## src/rtl/decoder_pkg.sv

```systemverilog
// Shared constants, one-hot helper and the elaboration-time parameter check
// used by decoder and decoder_pipe.
package decoder_pkg;

  localparam int MAX_CH   = 4;
  localparam int MAX_OH_W = 256;

  // One-hot of sel within a width-bit field; all zeros when sel is out of range.
  function automatic logic [MAX_OH_W-1:0] onehot(input int unsigned sel,
                                                 input int unsigned width);
    logic [MAX_OH_W-1:0] r;
    r = '0;
    if (sel < width && sel < MAX_OH_W)
      r = {{(MAX_OH_W-1){1'b0}}, 1'b1} << sel;
    return r;
  endfunction

endpackage

`ifndef DECODER_PARAM_CHECK
`define DECODER_PARAM_CHECK(BSI, BSO, NCH) \
  if (((BSO) > (2 ** (BSI))) || ((NCH) > decoder_pkg::MAX_CH) || ((NCH) < 1) || ((BSO) > decoder_pkg::MAX_OH_W)) begin : g_param_err \
    $fatal(1, "decoder: illegal parameter combination"); \
  end
`endif

```

## src/rtl/decoder.sv

```systemverilog
// Combinational per-channel decoder: select/enable to one-hot plus a flag for
// an enabled select that falls outside the output vector.
module decoder
  import decoder_pkg::*;
#(
  parameter int bus_size_in  = 3,
  parameter int bus_size_out = 8
) (
  input  logic [bus_size_in-1:0]  sel,
  input  logic                    en,
  output logic [bus_size_out-1:0] hot,
  output logic                    range_err
);

  logic [MAX_OH_W-1:0] full;

  always_comb begin
    full      = onehot(32'(sel), bus_size_out);
    hot       = en ? full[bus_size_out-1:0] : '0;
    range_err = en && (32'(sel) >= 32'(bus_size_out));
  end

  generate
    if (bus_size_out < MAX_OH_W) begin : g_unused
      logic unused_hi;
      assign unused_hi = ^full[MAX_OH_W-1:bus_size_out];
    end
  endgenerate

endmodule

```

## src/rtl/decoder_pipe.sv

```systemverilog
// Multi-channel priority decoder with a 1-deep valid/ready output register.
// Optional saturating error counter enabled by DECODER_PIPE_ERR_CNT_EN.
module decoder_pipe
  import decoder_pkg::*;
#(
  parameter int bus_size_in  = 3,
  parameter int bus_size_out = 8,
  parameter int num_ch       = 2
) (
  input  logic                          clk,
  input  logic                          rst_n,
  input  logic                          in_valid,
  output logic                          in_ready,
  input  logic [num_ch*bus_size_in-1:0] select,
  input  logic [num_ch-1:0]             enabled,
  output logic                          out_valid,
  input  logic                          out_ready,
  output logic [bus_size_out-1:0]       out,
  output logic [num_ch-1:0]             collision,
  output logic [num_ch-1:0]             range_err,
  output logic [7:0]                    err_count
);

  generate
    `DECODER_PARAM_CHECK(bus_size_in, bus_size_out, num_ch)
  endgenerate

  logic [bus_size_out-1:0] hot_p0 [num_ch];
  logic [num_ch-1:0]       rerr_p0;
  logic [num_ch-1:0]       coll_p0;
  logic [bus_size_out-1:0] merged_p0;
  logic                    accept;

  genvar c;
  generate
    for (c = 0; c < num_ch; c++) begin : g_dec
      decoder #(
        .bus_size_in (bus_size_in),
        .bus_size_out(bus_size_out)
      ) u_dec (
        .sel      (select[c*bus_size_in +: bus_size_in]),
        .en       (enabled[c]),
        .hot      (hot_p0[c]),
        .range_err(rerr_p0[c])
      );
    end
  endgenerate

  // Stage 0: fixed-priority merge, lower channel index wins a shared bit
  always_comb begin
    merged_p0 = '0;
    coll_p0   = '0;
    for (int i = 0; i < num_ch; i++) begin
      if (|(hot_p0[i] & merged_p0))
        coll_p0[i] = 1'b1;
      else
        merged_p0 = merged_p0 | hot_p0[i];
    end
  end

  logic                    vld_p1;
  logic [bus_size_out-1:0] out_p1;
  logic [num_ch-1:0]       coll_p1;
  logic [num_ch-1:0]       rerr_p1;

  assign in_ready = !vld_p1 || out_ready;
  assign accept   = in_valid && in_ready;

  // Stage 1: output register, loads only on accept
  always_ff @(posedge clk or negedge rst_n) begin
    if (!rst_n) begin
      vld_p1 <= 1'b0;
    end else if (accept) begin
      vld_p1 <= 1'b1;
    end else if (out_ready) begin
      vld_p1 <= 1'b0;
    end
  end

  always_ff @(posedge clk or negedge rst_n) begin
    if (!rst_n) begin
      out_p1  <= '0;
      coll_p1 <= '0;
      rerr_p1 <= '0;
    end else if (accept) begin
      out_p1  <= merged_p0;
      coll_p1 <= coll_p0;
      rerr_p1 <= rerr_p0;
    end
  end

  assign out_valid = vld_p1;
  assign out       = out_p1;
  assign collision = coll_p1;
  assign range_err = rerr_p1;

`ifdef DECODER_PIPE_ERR_CNT_EN
  logic [7:0] cnt_p1;

  always_ff @(posedge clk or negedge rst_n) begin
    if (!rst_n) begin
      cnt_p1 <= '0;
    end else if (accept && ((|coll_p0) || (|rerr_p0)) && (cnt_p1 != 8'hFF)) begin
      cnt_p1 <= cnt_p1 + 8'd1;
    end
  end

  assign err_count = cnt_p1;
`else
  assign err_count = '0;
`endif

endmodule

```

## config.mk

```make
export PLATFORM = sky130hd
export DESIGN_NAME = decoder_pipe
export DESIGN_NICKNAME = d
export VERILOG_FILES = /design/src/rtl/decoder_pkg.sv /design/src/rtl/decoder.sv /design/src/rtl/decoder_pipe.sv
export SDC_FILE = /design/constraint.sdc
export NUM_CORES = 1
export LEC_CHECK = 0
export CAP_MARGIN = 5
export CORE_MARGIN = 1.5
export CORE_UTILIZATION = 35
export DETAILED_ROUTE_END_ITERATION = 10
export PLACE_DENSITY_LB_ADDON = 0.12
export SYNTH_ARGS = -nofsm -noshare
export SYNTH_HDL_FRONTEND = slang
export SYNTH_SLANG_ARGS = --single-unit
```

## constraint.sdc

```tcl
create_clock -name clk -period 1.35 [get_ports clk]
set_clock_uncertainty 0.05 [all_clocks]
set_input_delay 0.3375 -clock clk [delete_from_list [all_inputs] [get_ports clk]]
set_output_delay 0.3375 -clock clk [all_outputs]
set_load 0.03 [all_outputs]
```

# Word-level counts from Yosys, hierarchy flattened
# Index checks and enable logic that the tools add are counted.
[op_classes]
bitwise = 2
n_reduce_logical = 5
muxes = 6
n_shift = 2
[op_table]
columns = ["operator", "count"]
rows = [
  ["$mux W8", 3],
  ["$shl A1 B3 Y8 const A", 2],
  ["$and A8 B8 Y8", 1],
  ["$or A8 B8 Y8", 1],
  ["$reduce_or A8 Y1", 1],
  ["$mux W1", 3],
  ["$reduce_bool A2 Y1", 1],
  ["$logic_and A1 B1 Y1", 1],
  ["$logic_not A1 Y1", 1],
  ["$logic_or A1 B1 Y1", 1],
]
[word_totals]
register_bits = 10
inputBits = 12
elab_cells = 18

# Depth between registers and ports, before layout
[depth]
word_depth = 5
mapped_depth = 5
ltp_nobuf = 4

# Modules after synthesis
# From an unflattened synthesis, not the netlist that was laid out.
[unflattened]
cells_unflattened = 86
area_unflattened_um2 = 832.0
[modules_own_cells]
columns = ["module", "area_each_um2", "cells_per_inst", "n_inst"]
rows = [
  ["decoder_pipe", 619.3, 66, 1],
  ["decoder", 106.4, 10, 2],
]

# Worst setup path after synthesis
# No wires, ideal clock.
[synth_timing]
path_type = "register to register"
from = "register vld_p1, in the netlist out_valid"
to = "register coll_p1[1], in the netlist collision[1]"
path_stages_with_launch = 6
t_required_ns = 1.175
n_path_buf = 1
path_slack_ns = -0.285
setup_ns = 0.125
arrival_time_ns = 1.460
cell_sequence = "dfrtp_1 -> nor2b_1 -> buf_2 -> inv_2 -> nand2_1 -> mux2_2"
[synth_between]
elab_chain_len = 3
[synth_lines]
columns = ["item", "line_no", "text"]
rows = [
  ["start, declared", "decoder_pipe.sv:61", "logic vld_p1;"],
  ["start signal, assigned", "decoder_pipe.sv:72", "vld_p1 <= 1'b0;"],
  ["start signal, assigned", "decoder_pipe.sv:74", "vld_p1 <= 1'b1;"],
  ["start signal, assigned", "decoder_pipe.sv:76", "vld_p1 <= 1'b0;"],
  ["$logic_not A1 Y1", "decoder_pipe.sv:66", "assign in_ready = !vld_p1 || out_ready;"],
  ["$logic_or A1 B1 Y1", "decoder_pipe.sv:66", ""],
  ["via in_ready", "decoder_pipe.sv:13", "output logic in_ready,"],
  ["$logic_and A1 B1 Y1", "decoder_pipe.sv:67", "assign accept = in_valid && in_ready;"],
  ["end signal, assigned", "decoder_pipe.sv:87", "coll_p1 <= coll_p0;"],
  ["end, declared", "decoder_pipe.sv:63", "logic [num_ch-1:0] coll_p1;"],
]
# The timed path passes the listed nets, and every way through them passes these cells.
# A chain may end at the register's enable or synchronous reset.

# Final worst setup path
[layout_timing]
from = "register vld_p1, in the netlist out_valid"
to = "output in_ready"
[layout_between]
elab_chain_len = 2
[layout_lines]
columns = ["item", "line_no"]
rows = [
  ["$logic_not A1 Y1", "decoder_pipe.sv:66"],
  ["$logic_or A1 B1 Y1", "decoder_pipe.sv:66"],
  ["end, declared", "decoder_pipe.sv:13"],
]
# No other way between the ends.

==> impl_metrics.ini <==
[power]
peakVddDrop_v = 0.000498
p_leak_nw = 0.514
p_int_uw = 588
powerDensity_nw_per_um2 = 816
clockPowerShare_pct = 24.0
sw_frac_of_total_pct = 37.4
seq_power_share_pct = 36.1
power_switching_uw = 351
combPwrFrac_pct = 40.0

[routing]
dr.first_iter.drc_count = 11
firstDrtPassIters = 3
vias_per_cell = 4.98
wire_per_inst_um = 13.4
vias = 682
drc = 0
wl_um = 1830
final_antenna_net_count = 0

[clock_network]
cts_buffer_depth = 2
tritoncts = done
h-tree-depth = 1
cts-root-buf = clkbuf_4
clock_sinks = 10
cts_buffers = 3
clk_latency_ps = 280
cts.clk_slew.worst_paths_ps = 70

[synth]
yosysWarnings = 0
netlist_instances = 72
seq_area_frac_synth_pct = 32.5
ys_ff_latch = 10
avgSynthCellArea_um2 = 10.7
ys_types = 25
syn-cell-area_um2 = 771

[finish]
final_common_cell = buf_4
drive_gt1_share_pct = 48.2
num-nets-final = 123
mostFrequentLayoutCells = buf_4, conb_1, dfrtp_1
area_growth_pct = 49.4
diodes = 0
final_area_um2 = 1150

[timing]
slew_viol_final = 0
clock.fmax_ghz = 0.711
final.setup.worst_slack_ps = -57.2
fin_crit_ps = 1410
finalSetupViolCount = 1
min_period_over_period_pct = 104
hold_slack_ps = 297
rsz0062_at_grt = yes
hold_violations = 0

[die]
die_area_um2 = 2490
core.rowCount = 16
io_pins = 34
start_util_pct = 38.1
core_area_um2 = 2020
die_w_um = 49.9
fp.dieH_um = 49.9

[global_routing]
gr-total-overflow = 0
grt_max_degree = 11
antenna_found_initial = 0
track_usage_pct = 16.3
grt_first_pass_wirelength_um = 3000
first_global_vias = 637

[run_status]
violations = negative setup slack
status = finished with violations

[worst_setup_path]
endpoint_kind = primary output
arrival_ps = 1020
startpoint_type = flip-flop
required_ps = 960
cp_max_fo = 4
worst-setup-path-type = flip-flop to primary output
crit_slowest_cell = dfrtp_2
cpPeakStageDelay_ps = 360
path_cells = nor2b_4 > inv_8 > buf_6

[run]
drv_cap = 0

[place]
io_buffers = 22
pre_cts_ws_ps = -599
dpl-instance-area_um2 = 1060
place.gp.congestion = 0.761
dp_hpwl_um = 1430

[min_path]
min_path_type = input port to asynchronous set/reset pin
==> state kept, by name, summed over array words and instances (netlist names) <==
signal / cells
collision: 1
out: 8
out_valid: 1
==> worst max-delay path, delay by kind of cell (launching register included) <==
kind                   cells  cell delay, ps
AND/OR/NAND/NOR            1             210
buffers and inverters      2             170
flip-flops                 1             360
==> power by group through the flow <==
stage                     clock [mW]  combinational, mW  sequential [mW]
final                          0.225              0.375            0.339
after global placement             0              0.354            0.343
after CTS                      0.234              0.364            0.338
after floorplan                    0              0.196            0.392
after global routing           0.254              0.400            0.341
after detailed placement           0              0.356            0.342
==> stage by stage <==
step / TNS [ps] / utilization [%] / total power, mW / std cells
6_report: -57.2 / 56.9 / 0.939 / 137
5_1_grt: -100 / 56.9 / 0.995 / 137
4_1_cts: -62.2 / 55.1 / 0.936 / 135
3_5_place_dp: -5780 / 52.3 / 0.698 / 129
3_3_place_gp: -5730 / 52.3 / 0.696 / 129
2_1_floorplan: -17.4 / - / 0.587 / 82
==> cell usage after synthesis <==
cell	count	area, um2
xor2_2	1	16.3
or4bb_1	2	22.5
nor2b_1	2	12.5
buf_2	2	10.0
conb_1	1	3.75
buf_6	1	11.3
a21oi_1	1	5.00
o41ai_4	2	55.1
nand2_1	3	11.3
inv_2	1	3.75
and2_1	1	6.26
a311oi_1	1	8.76
o22ai_1	1	6.26
nand3b_1	1	7.51
nand4_1	3	18.8
dfrtp_1	10	250
buf_4	13	97.6
nand4b_1	5	43.8
mux2_2	1	11.3
o221ai_1	7	61.3
nor2_1	1	3.75
inv_1	2	7.51
o21ai_0	7	35.0
xor2_4	2	55.1
nor4_1	1	6.26
==> cells by family (layout without fill, tap and decap cells) <==
kind of cell,after synthesis,after routing,synth area share [%]
muxes,1,1,1.46
and+or+nand+nor,19,19,17.2
AOI/OAI and AO/OA,19,19,22.2
buffers and inverters,19,47,16.9
xor gates and xnor gates,3,3,9.25
other,1,11,0.487
DFF,10,10,32.5
==> worst paths after layout <==
path / start / to / slack [ps] / depth (start not counted)
min in group clk: out[7] / out[7] / 460 / 2
max in group asynchronous: rst_n / out[0] / 790 / 2
worst max-delay path: out_valid / in_ready / -60 / 3
worst min-delay path: rst_n / collision[1] / 300 / 2
worst min register to register: out[7] / out[7] / 460 / 2
worst max register to register: out_valid / out[5] / 40 / 5
==> timing repair <==
item,in CTS,in global routing
hold buffers,0,0
pin swaps,5,7
setup endpoints to repair,10,7
gates resized for setup,26,7
setup buffers,2,2
==> metal layers <==
metal | vias up | part of all wire (%) | track usage, %
li1 | 329 | - | -
met1 | 324 | 46 | 20.9
met2 | 25 | 47 | 25.8
met3 | 4 | 5.6 | 5.15
met4 | 0 | 1.2 | 5.56
met5 | - | 0 | 0
==> layout make-up <==
cell class | count | area [um2]
multi-input combinational | 53 | 494
inverter | 3 | 18.8
sequential | 10 | 251
clock buffer | 4 | 26.3
timing repair buffer | 40 | 327
fill | 189 | 871
tap | 27 | 33.8
Note: power is estimated with default switching activity, not from simulation.
